File: config.mk
export PLATFORM = sky130hd
export DESIGN_NAME = truth_table_sweeper
export DESIGN_NICKNAME = d
export VERILOG_FILES = /design/src/rtl/sweeper_pkg.sv /design/src/rtl/sweep_settle_timer.sv /design/src/rtl/truth_table_sweeper.sv
export SDC_FILE = /design/constraint.sdc
export NUM_CORES = 1
export LEC_CHECK = 0
export BUFFER_PORTS_ARGS = -buffer_cell sky130_fd_sc_hd__buf_2
export CAP_MARGIN = 30
export CORE_MARGIN = 2
export CORE_UTILIZATION = 35
export DETAILED_ROUTE_END_ITERATION = 12
export PLACE_DENSITY = 0.58
export SKIP_LAST_GASP = 1
export SLEW_MARGIN = 0
export SYNTH_ARGS = -nofsm -noshare
export SYNTH_HDL_FRONTEND = slang
export SYNTH_SLANG_ARGS = --single-unit
File: constraint.sdc
create_clock -name clk -period 6.5 [get_ports clk]
set_input_delay 0.65 -clock clk [delete_from_list [all_inputs] [get_ports clk]]
set_output_delay 0.65 -clock clk [all_outputs]
set_load 0.02 [all_outputs]
File: src/rtl/sweeper_pkg.sv
`default_nettype none
// ============================================================================
// Module   : sweeper_pkg
// Purpose  : Shared types, constants and helpers for the truth-table sweeper.
//            - state_t        : sweep FSM states (2-bit encoding)
//            - EXP_TT_DEFAULT : expected table for F = PI M(0,1,2,8,10,12,14)
//            - popcount16     : number of set bits in a 16-bit word
// Revision : 1.0 - initial release
// ============================================================================
package sweeper_pkg;

  typedef enum logic [1:0] {
    IDLE   = 2'd0,
    SETTLE = 2'd1,
    SAMPLE = 2'd2,
    DONE   = 2'd3
  } state_t;

  // Bit i is F at {A,B,C,D} == i; zeros sit exactly on the maxterms.
  localparam logic [15:0] EXP_TT_DEFAULT = 16'hAAF8;

  function automatic logic [4:0] popcount16(input logic [15:0] v);
    logic [4:0] n;
    n = 5'd0;
    for (int i = 0; i < 16; i++) begin
      n = n + {4'd0, v[i]};
    end
    return n;
  endfunction

endpackage : sweeper_pkg
`default_nettype wire

File: src/rtl/sweep_settle_timer.sv
`default_nettype none
// ============================================================================
// Module   : sweep_settle_timer
// Purpose  : 8-bit loadable down-counter that times the settle window of
//            each stimulus vector.
// Ports    : clk         in   clock, rising edge
//            rst         in   asynchronous reset, active-high
//            load_i      in   load load_val_i into the counter
//            load_val_i  in   8  reload value (settle cycles - 1)
//            en_i        in   count enable
//            expire_o    out  high for one cycle when the enabled count is 0
// Revision : 1.0 - initial release
// ============================================================================
module sweep_settle_timer (
  input  logic       clk,
  input  logic       rst,
  input  logic       load_i,
  input  logic [7:0] load_val_i,
  input  logic       en_i,
  output logic       expire_o
);

  logic [7:0] count_q;
  logic [7:0] count_d;

  always_comb begin
    count_d = count_q;
    if (load_i) begin
      count_d = load_val_i;
    end else if (en_i && (count_q != 8'd0)) begin
      count_d = count_q - 8'd1;
    end
  end

  always_ff @(posedge clk or posedge rst) begin
    if (rst) begin
      count_q <= 8'd0;
    end else begin
      count_q <= count_d;
    end
  end

  // The counter is loaded with N-1, so expiry lands in the N-th enabled cycle.
  assign expire_o = en_i && !load_i && (count_q == 8'd0);

endmodule : sweep_settle_timer
`default_nettype wire

File: src/rtl/truth_table_sweeper.sv
`default_nettype none
// ============================================================================
// Module   : truth_table_sweeper
// Purpose  : Drives every ABCD vector into a 4-input function block, waits a
//            settle window per vector, samples F into a 16-bit truth table and
//            compares the table against EXP_TT.
// Ports    : clk             in   clock, rising edge
//            rst             in   asynchronous reset, active-high
//            start           in   sweep request, sampled only in IDLE
//            F               in   output of the function block under test
//            A,B,C,D         out  stimulus vector, A = MSB
//            busy            out  high from start acceptance until DONE is left
//            done            out  one-cycle pulse, results valid
//            tt              out  16  captured truth table
//            mismatch_count  out  5   popcount(tt ^ EXP_TT)
//            pass            out  mismatch_count == 0
// Params   : STEP_CYCLES     settle cycles per vector (1..255)
//            EXP_TT          expected truth table
// Macro    : SWEEP_GRAY_EN   defined -> vectors visited in Gray order,
//                            undefined -> plain binary order
// Revision : 1.0 - initial release
// ============================================================================
module truth_table_sweeper
  import sweeper_pkg::*;
#(
  parameter int unsigned  STEP_CYCLES = 1,
  parameter logic [15:0]  EXP_TT      = EXP_TT_DEFAULT
) (
  input  logic        clk,
  input  logic        rst,
  input  logic        start,
  input  logic        F,
  output logic        A,
  output logic        B,
  output logic        C,
  output logic        D,
  output logic        busy,
  output logic        done,
  output logic [15:0] tt,
  output logic [4:0]  mismatch_count,
  output logic        pass
);

  localparam logic [7:0] TIMER_LOAD = 8'(STEP_CYCLES - 1);
  localparam logic [3:0] LAST_IDX   = 4'd15;

  // Maps the sweep index to the vector actually driven.
  function automatic logic [3:0] order(input logic [3:0] i);
`ifdef SWEEP_GRAY_EN
    return i ^ (i >> 1);
`else
    return i;
`endif
  endfunction

  state_t      state_q, state_d;
  logic [3:0]  idx_q,   idx_d;
  logic [3:0]  abcd_q,  abcd_d;
  logic [15:0] tt_q,    tt_d;
  logic [4:0]  mm_q,    mm_d;
  logic        pass_q,  pass_d;

  logic        tmr_load;
  logic        tmr_en;
  logic        tmr_expire;

  sweep_settle_timer u_settle_timer (
    .clk        (clk),
    .rst        (rst),
    .load_i     (tmr_load),
    .load_val_i (TIMER_LOAD),
    .en_i       (tmr_en),
    .expire_o   (tmr_expire)
  );

  always_comb begin
    state_d  = state_q;
    idx_d    = idx_q;
    abcd_d   = abcd_q;
    tt_d     = tt_q;
    mm_d     = mm_q;
    pass_d   = pass_q;
    tmr_load = 1'b0;
    tmr_en   = 1'b0;

    unique case (state_q)
      IDLE: begin
        if (start) begin
          state_d  = SETTLE;
          idx_d    = 4'd0;
          abcd_d   = order(4'd0);
          tt_d     = 16'h0000;
          mm_d     = 5'd0;
          pass_d   = 1'b0;
          tmr_load = 1'b1;
        end
      end

      SETTLE: begin
        tmr_en = 1'b1;
        if (tmr_expire) begin
          state_d = SAMPLE;
        end
      end

      SAMPLE: begin
        // Index by the driven vector, not the sweep index, so the table
        // layout is the same in either visiting order.
        tt_d[abcd_q] = F;
        if (idx_q == LAST_IDX) begin
          // Score the completed table here so results are valid while
          // done is high.
          state_d = DONE;
          mm_d    = popcount16(tt_d ^ EXP_TT);
          pass_d  = (mm_d == 5'd0);
        end else begin
          state_d  = SETTLE;
          idx_d    = idx_q + 4'd1;
          abcd_d   = order(idx_q + 4'd1);
          tmr_load = 1'b1;
        end
      end

      DONE: begin
        state_d = IDLE;
      end

      default: begin
        state_d = IDLE;
      end
    endcase
  end

  always_ff @(posedge clk or posedge rst) begin
    if (rst) begin
      state_q <= IDLE;
      idx_q   <= 4'd0;
      abcd_q  <= 4'd0;
      tt_q    <= 16'h0000;
      mm_q    <= 5'd0;
      pass_q  <= 1'b0;
    end else begin
      state_q <= state_d;
      idx_q   <= idx_d;
      abcd_q  <= abcd_d;
      tt_q    <= tt_d;
      mm_q    <= mm_d;
      pass_q  <= pass_d;
    end
  end

  assign {A, B, C, D}   = abcd_q;
  assign busy           = (state_q != IDLE);
  assign done           = (state_q == DONE);
  assign tt             = tt_q;
  assign mismatch_count = mm_q;
  assign pass           = pass_q;

endmodule : truth_table_sweeper
`default_nettype wire

==> qor_table.md <==
| Result | Value |
|:---|:---|
| Biggest area consumer among synthesized cells | sky130_fd_sc_hd__dfrtp_1 |
| Count of input and output buffers | 31 |
| Initial Utilization | 36.74% |
| Number of remaining DRC errors | 0 |
| PostCTS Resize Cnt | 0 |
| Inserted Clock Buffers | 5 |
| Die X | 86.11 µm |
| Synthesized area per cell | 9.401 µm² |
| Placeable Area | 6422 µm² |
| Endpoint arrival time on the critical path | 5.11 ns |
| Wire length of the first global-routing pass | 9252 µm |
| Required @ worst endpoint | 6.71 ns |
| # nets final | 307 |
| Routed wirelength normalized by instance count | 15.65 µm |
| Buffer levels on the longest clock path | 2 |
| Area share of the largest cell type after synthesis | 38.18% |
| Via-to-Cell Ratio | 5.269 |
| Crit path time final | 4.896 ns |
| Max VDD drop | 0.1198 mV |
| Crit Path Category | register to register |
| Final count of negative-setup-slack endpoints | 0 |
| Flop-to-flop setup slack | 1.60 ns |
| Share of final-layout standard cells stronger than drive strength 1 | 18.37% |
| Sequential cell area in the final layout | 900.9 µm² |
| Later-pin clock latency in the skew report | 0.29 ns |
| Vias | 1897 |
| Worst slew margin relative to its limit | 47.12% |
| Critical Path Sink Type | register |
| Violation count after the first detailed-routing iteration | 129 |
| Number of levels the H-tree was split into | 2 |
| Maximum frequency from static timing analysis | 204.2 MHz |
| Cell total after placement | 352 |
| Outcome | finished, final reports clean |
| Leakage component of the power | 1.361 nW |
| Syn-to-layout area delta | 13.57% |
| Antenna-violating nets left | 0 |
| Row Count | 29 |
| Synth cell types | 36 |
| Final Hold Slack | 0.4528 ns |
| Crit start category | register |
| Max-capacitance violation count | 0 |
| Pre-Repair DR Iteration Count | 4 |
| Clock-pin slew reported for the worst setup and hold paths after clock tree synthesis | 0.08 ns |
| Non-filler instance count after layout | 360 |
| Detailed placer's ending HPWL | 4147 µm |
| Number of fill cells | 646 |
| Number of hold-slack violations in the final timing report | 0 |
| Total Die Area | 7415 µm² |
| Power Density | 345.3 nW/µm² |
| Ratio of final minimum period to clock period | 75.33% |
| Number of antenna repair diodes | 0 |
| Number of register bits inferred by synthesis | 36 |
| Least-Margin Pin Slew | 0.7916 ns |
| Num Clock Sinks | 36 |
| Global routing usage summed across all routing layers | 16.08% |
| Final setup slack of the worst path | 1.604 ns |
| Hold Path Class | input port to async pin |
| Post-CTS setup repair buffer count | 0 |
| Worst Clk Skew | 0.006263 ns |
| Setup Slack @ Placement | 1.658 ns |
| Cts hold-fix bufs | 0 |
| Weighted congestion reported at the end of routability-driven placement | 0.8058 |
| RSZ-0062 raised after global routing | false |
| Largest net degree at the start of global routing | 37 |
| Die H | 86.11 µm |
| Vias in the first global route | 1856 |
| Clk root buf | sky130_fd_sc_hd__clkbuf_8 |
| Leading cell types by total area after synthesis | sky130_fd_sc_hd__dfrtp_1, sky130_fd_sc_hd__fa_1, sky130_fd_sc_hd__ha_1 |
| Antenna violations before repair | 0 |
| Area of the multi-input gates | 1336 µm² |
| Clock tree from TritonCTS | built |
| Final-report max-slew violation count | 0 |
| Post-synth design cell area | 2360 µm² |
| Cells after synthesis | 251 |
| Synth Net Count | 276 |
| Count of synthesis-stage warnings from yosys | 0 |
| Total Power | 925.4 µW |
| Total overflow reported by the global router | 0 |
| TNS Setup | 0 ns |
| Final routed wirelength across all metal layers | 5633 µm |
| Part of the Yosys area used for sequential elements | 38.18% |
| Worst Path Max Fanout | 13 |
| I/O pin cnt | 32 |
## worst max-delay path, stage by stage (launching register included)
cell	delay, ns
sky130_fd_sc_hd__dfrtp_1	0.62
sky130_fd_sc_hd__nor2b_1	0.40
sky130_fd_sc_hd__nand2_1	0.13
sky130_fd_sc_hd__mux2_2	0.31
sky130_fd_sc_hd__fa_1	0.55
sky130_fd_sc_hd__inv_1	0.05
sky130_fd_sc_hd__fa_1	0.47
sky130_fd_sc_hd__fa_1	0.52
sky130_fd_sc_hd__fa_1	0.54
sky130_fd_sc_hd__inv_1	0.04
sky130_fd_sc_hd__ha_1	0.21
sky130_fd_sc_hd__fa_1	0.48
sky130_fd_sc_hd__nor3_1	0.19
sky130_fd_sc_hd__nand4_1	0.11
sky130_fd_sc_hd__o21ai_0	0.17
## area by class of cell
class	instances	share of cell area, %
Timing Repair Buffer	33	6.349
Tap cell	77	3.595
Clock buffer	8	3.361
Sequential cell	36	33.61
Multi-Input combinational cell	183	49.86
Inverter	23	3.221
## state kept, by name, indices dropped and copies added, names as in the netlist
name	flops
state_q	2
abcd_q	4
pass	1
u_settle_timer.count_q	8
mismatch_count	5
tt	16
## path summary, 6_finish.rpt
kind                                   start                         to  cells past startpoint
setup reg to reg                   abcd_q[3]                       pass                     14
hold reg to reg            mismatch_count[1]          mismatch_count[1]                      2
min in group clk           mismatch_count[1]          mismatch_count[1]                      2
hold / removal                           rst          mismatch_count[0]                      3
setup / recovery                   abcd_q[3]                       pass                     14
max in group asynchronous                rst  u_settle_timer.count_q[4]                      3
## cell usage after synthesis
master                     instances
sky130_fd_sc_hd__nand2_1          27
sky130_fd_sc_hd__nor4_4            1
sky130_fd_sc_hd__dfrtp_1          36
sky130_fd_sc_hd__nor3_1            1
sky130_fd_sc_hd__o22ai_1           6
sky130_fd_sc_hd__mux2i_1          13
sky130_fd_sc_hd__inv_1            23
sky130_fd_sc_hd__and2_1            1
sky130_fd_sc_hd__nand3_1          14
sky130_fd_sc_hd__o31ai_1           1
sky130_fd_sc_hd__nand2b_1          6
sky130_fd_sc_hd__ha_1             11
sky130_fd_sc_hd__o41ai_1           1
sky130_fd_sc_hd__a21oi_1          21
sky130_fd_sc_hd__nor2b_1           3
sky130_fd_sc_hd__and3_1            2
sky130_fd_sc_hd__fa_1             10
sky130_fd_sc_hd__nand3b_1          5
sky130_fd_sc_hd__nand4_1           2
sky130_fd_sc_hd__o21ai_0          23
sky130_fd_sc_hd__a211oi_1          1
sky130_fd_sc_hd__a211oi_2          1
sky130_fd_sc_hd__nand3_2           1
sky130_fd_sc_hd__nor2_1           10
sky130_fd_sc_hd__nor3b_1           2
sky130_fd_sc_hd__and4bb_2          1
sky130_fd_sc_hd__a21o_1            3
sky130_fd_sc_hd__or4_4             1
sky130_fd_sc_hd__o21bai_1          1
sky130_fd_sc_hd__mux2_2            7
sky130_fd_sc_hd__buf_2             2
sky130_fd_sc_hd__or2_2             1
sky130_fd_sc_hd__xnor2_1           3
sky130_fd_sc_hd__or2_1             1
sky130_fd_sc_hd__xor2_1            2
sky130_fd_sc_hd__clkbuf_1          7
## metal layers
layer  GRT usage (%)  routed length, µm
met1           21.62               2571
met2           25.86               2750
met3           2.984                219
met4           5.772                 91
met5               0                  0
## through the flow
stage | util, % | area [µm²]
floorplan | - | 2360
global placement | 40.33 | 2590
detailed placement | 40.33 | 2590
CTS | 41.73 | 2680
global route | 41.73 | 2680
finish | 41.73 | 2680
## power breakdown
| part | internal [mW] | switching, mW |
|---|---|---|
| combinational | 0.179 | 0.300 |
| sequential | 0.245 | 0.0322 |
| clock | 0.0865 | 0.0820 |
| total | 0.511 | 0.415 |
## logic make-up (layout without fill, tap and decap cells)
| kind of cell | Yosys count | count (layout) | share of synthesized area [%] |
|---|---|---|---|
| AOI/OAI and AO/OA | 58 | 58 | 13.73 |
| xor gates and xnor gates | 5 | 5 | 1.856 |
| adders and majority gates | 21 | 21 | 14.32 |
| buffers and inverters | 32 | 64 | 5.196 |
| DFF | 36 | 36 | 38.18 |
| muxes | 20 | 20 | 8.855 |
| and+or+nand+nor | 79 | 79 | 17.87 |
## layout by cell type (no fill, tap or decap), types with 3 or more instances in the layout
| cell type | count |
|---|---|
| sky130_fd_sc_hd__nand2_1 | 27 |
| sky130_fd_sc_hd__nand3b_1 | 5 |
| sky130_fd_sc_hd__a21oi_1 | 21 |
| sky130_fd_sc_hd__clkbuf_8 | 6 |
| sky130_fd_sc_hd__xnor2_1 | 3 |
| sky130_fd_sc_hd__mux2i_1 | 13 |
| sky130_fd_sc_hd__fa_1 | 10 |
| sky130_fd_sc_hd__inv_1 | 23 |
| sky130_fd_sc_hd__dfrtp_1 | 36 |
| sky130_fd_sc_hd__nand2b_1 | 6 |
| sky130_fd_sc_hd__mux2_2 | 7 |
| sky130_fd_sc_hd__ha_1 | 11 |
| sky130_fd_sc_hd__o22ai_1 | 6 |
| sky130_fd_sc_hd__nand3_1 | 14 |
| sky130_fd_sc_hd__buf_2 | 31 |
| sky130_fd_sc_hd__o21ai_0 | 23 |
| sky130_fd_sc_hd__nor2b_1 | 3 |
| sky130_fd_sc_hd__a21o_1 | 3 |
| sky130_fd_sc_hd__nor2_1 | 10 |
(Power assumes the default switching activity.)
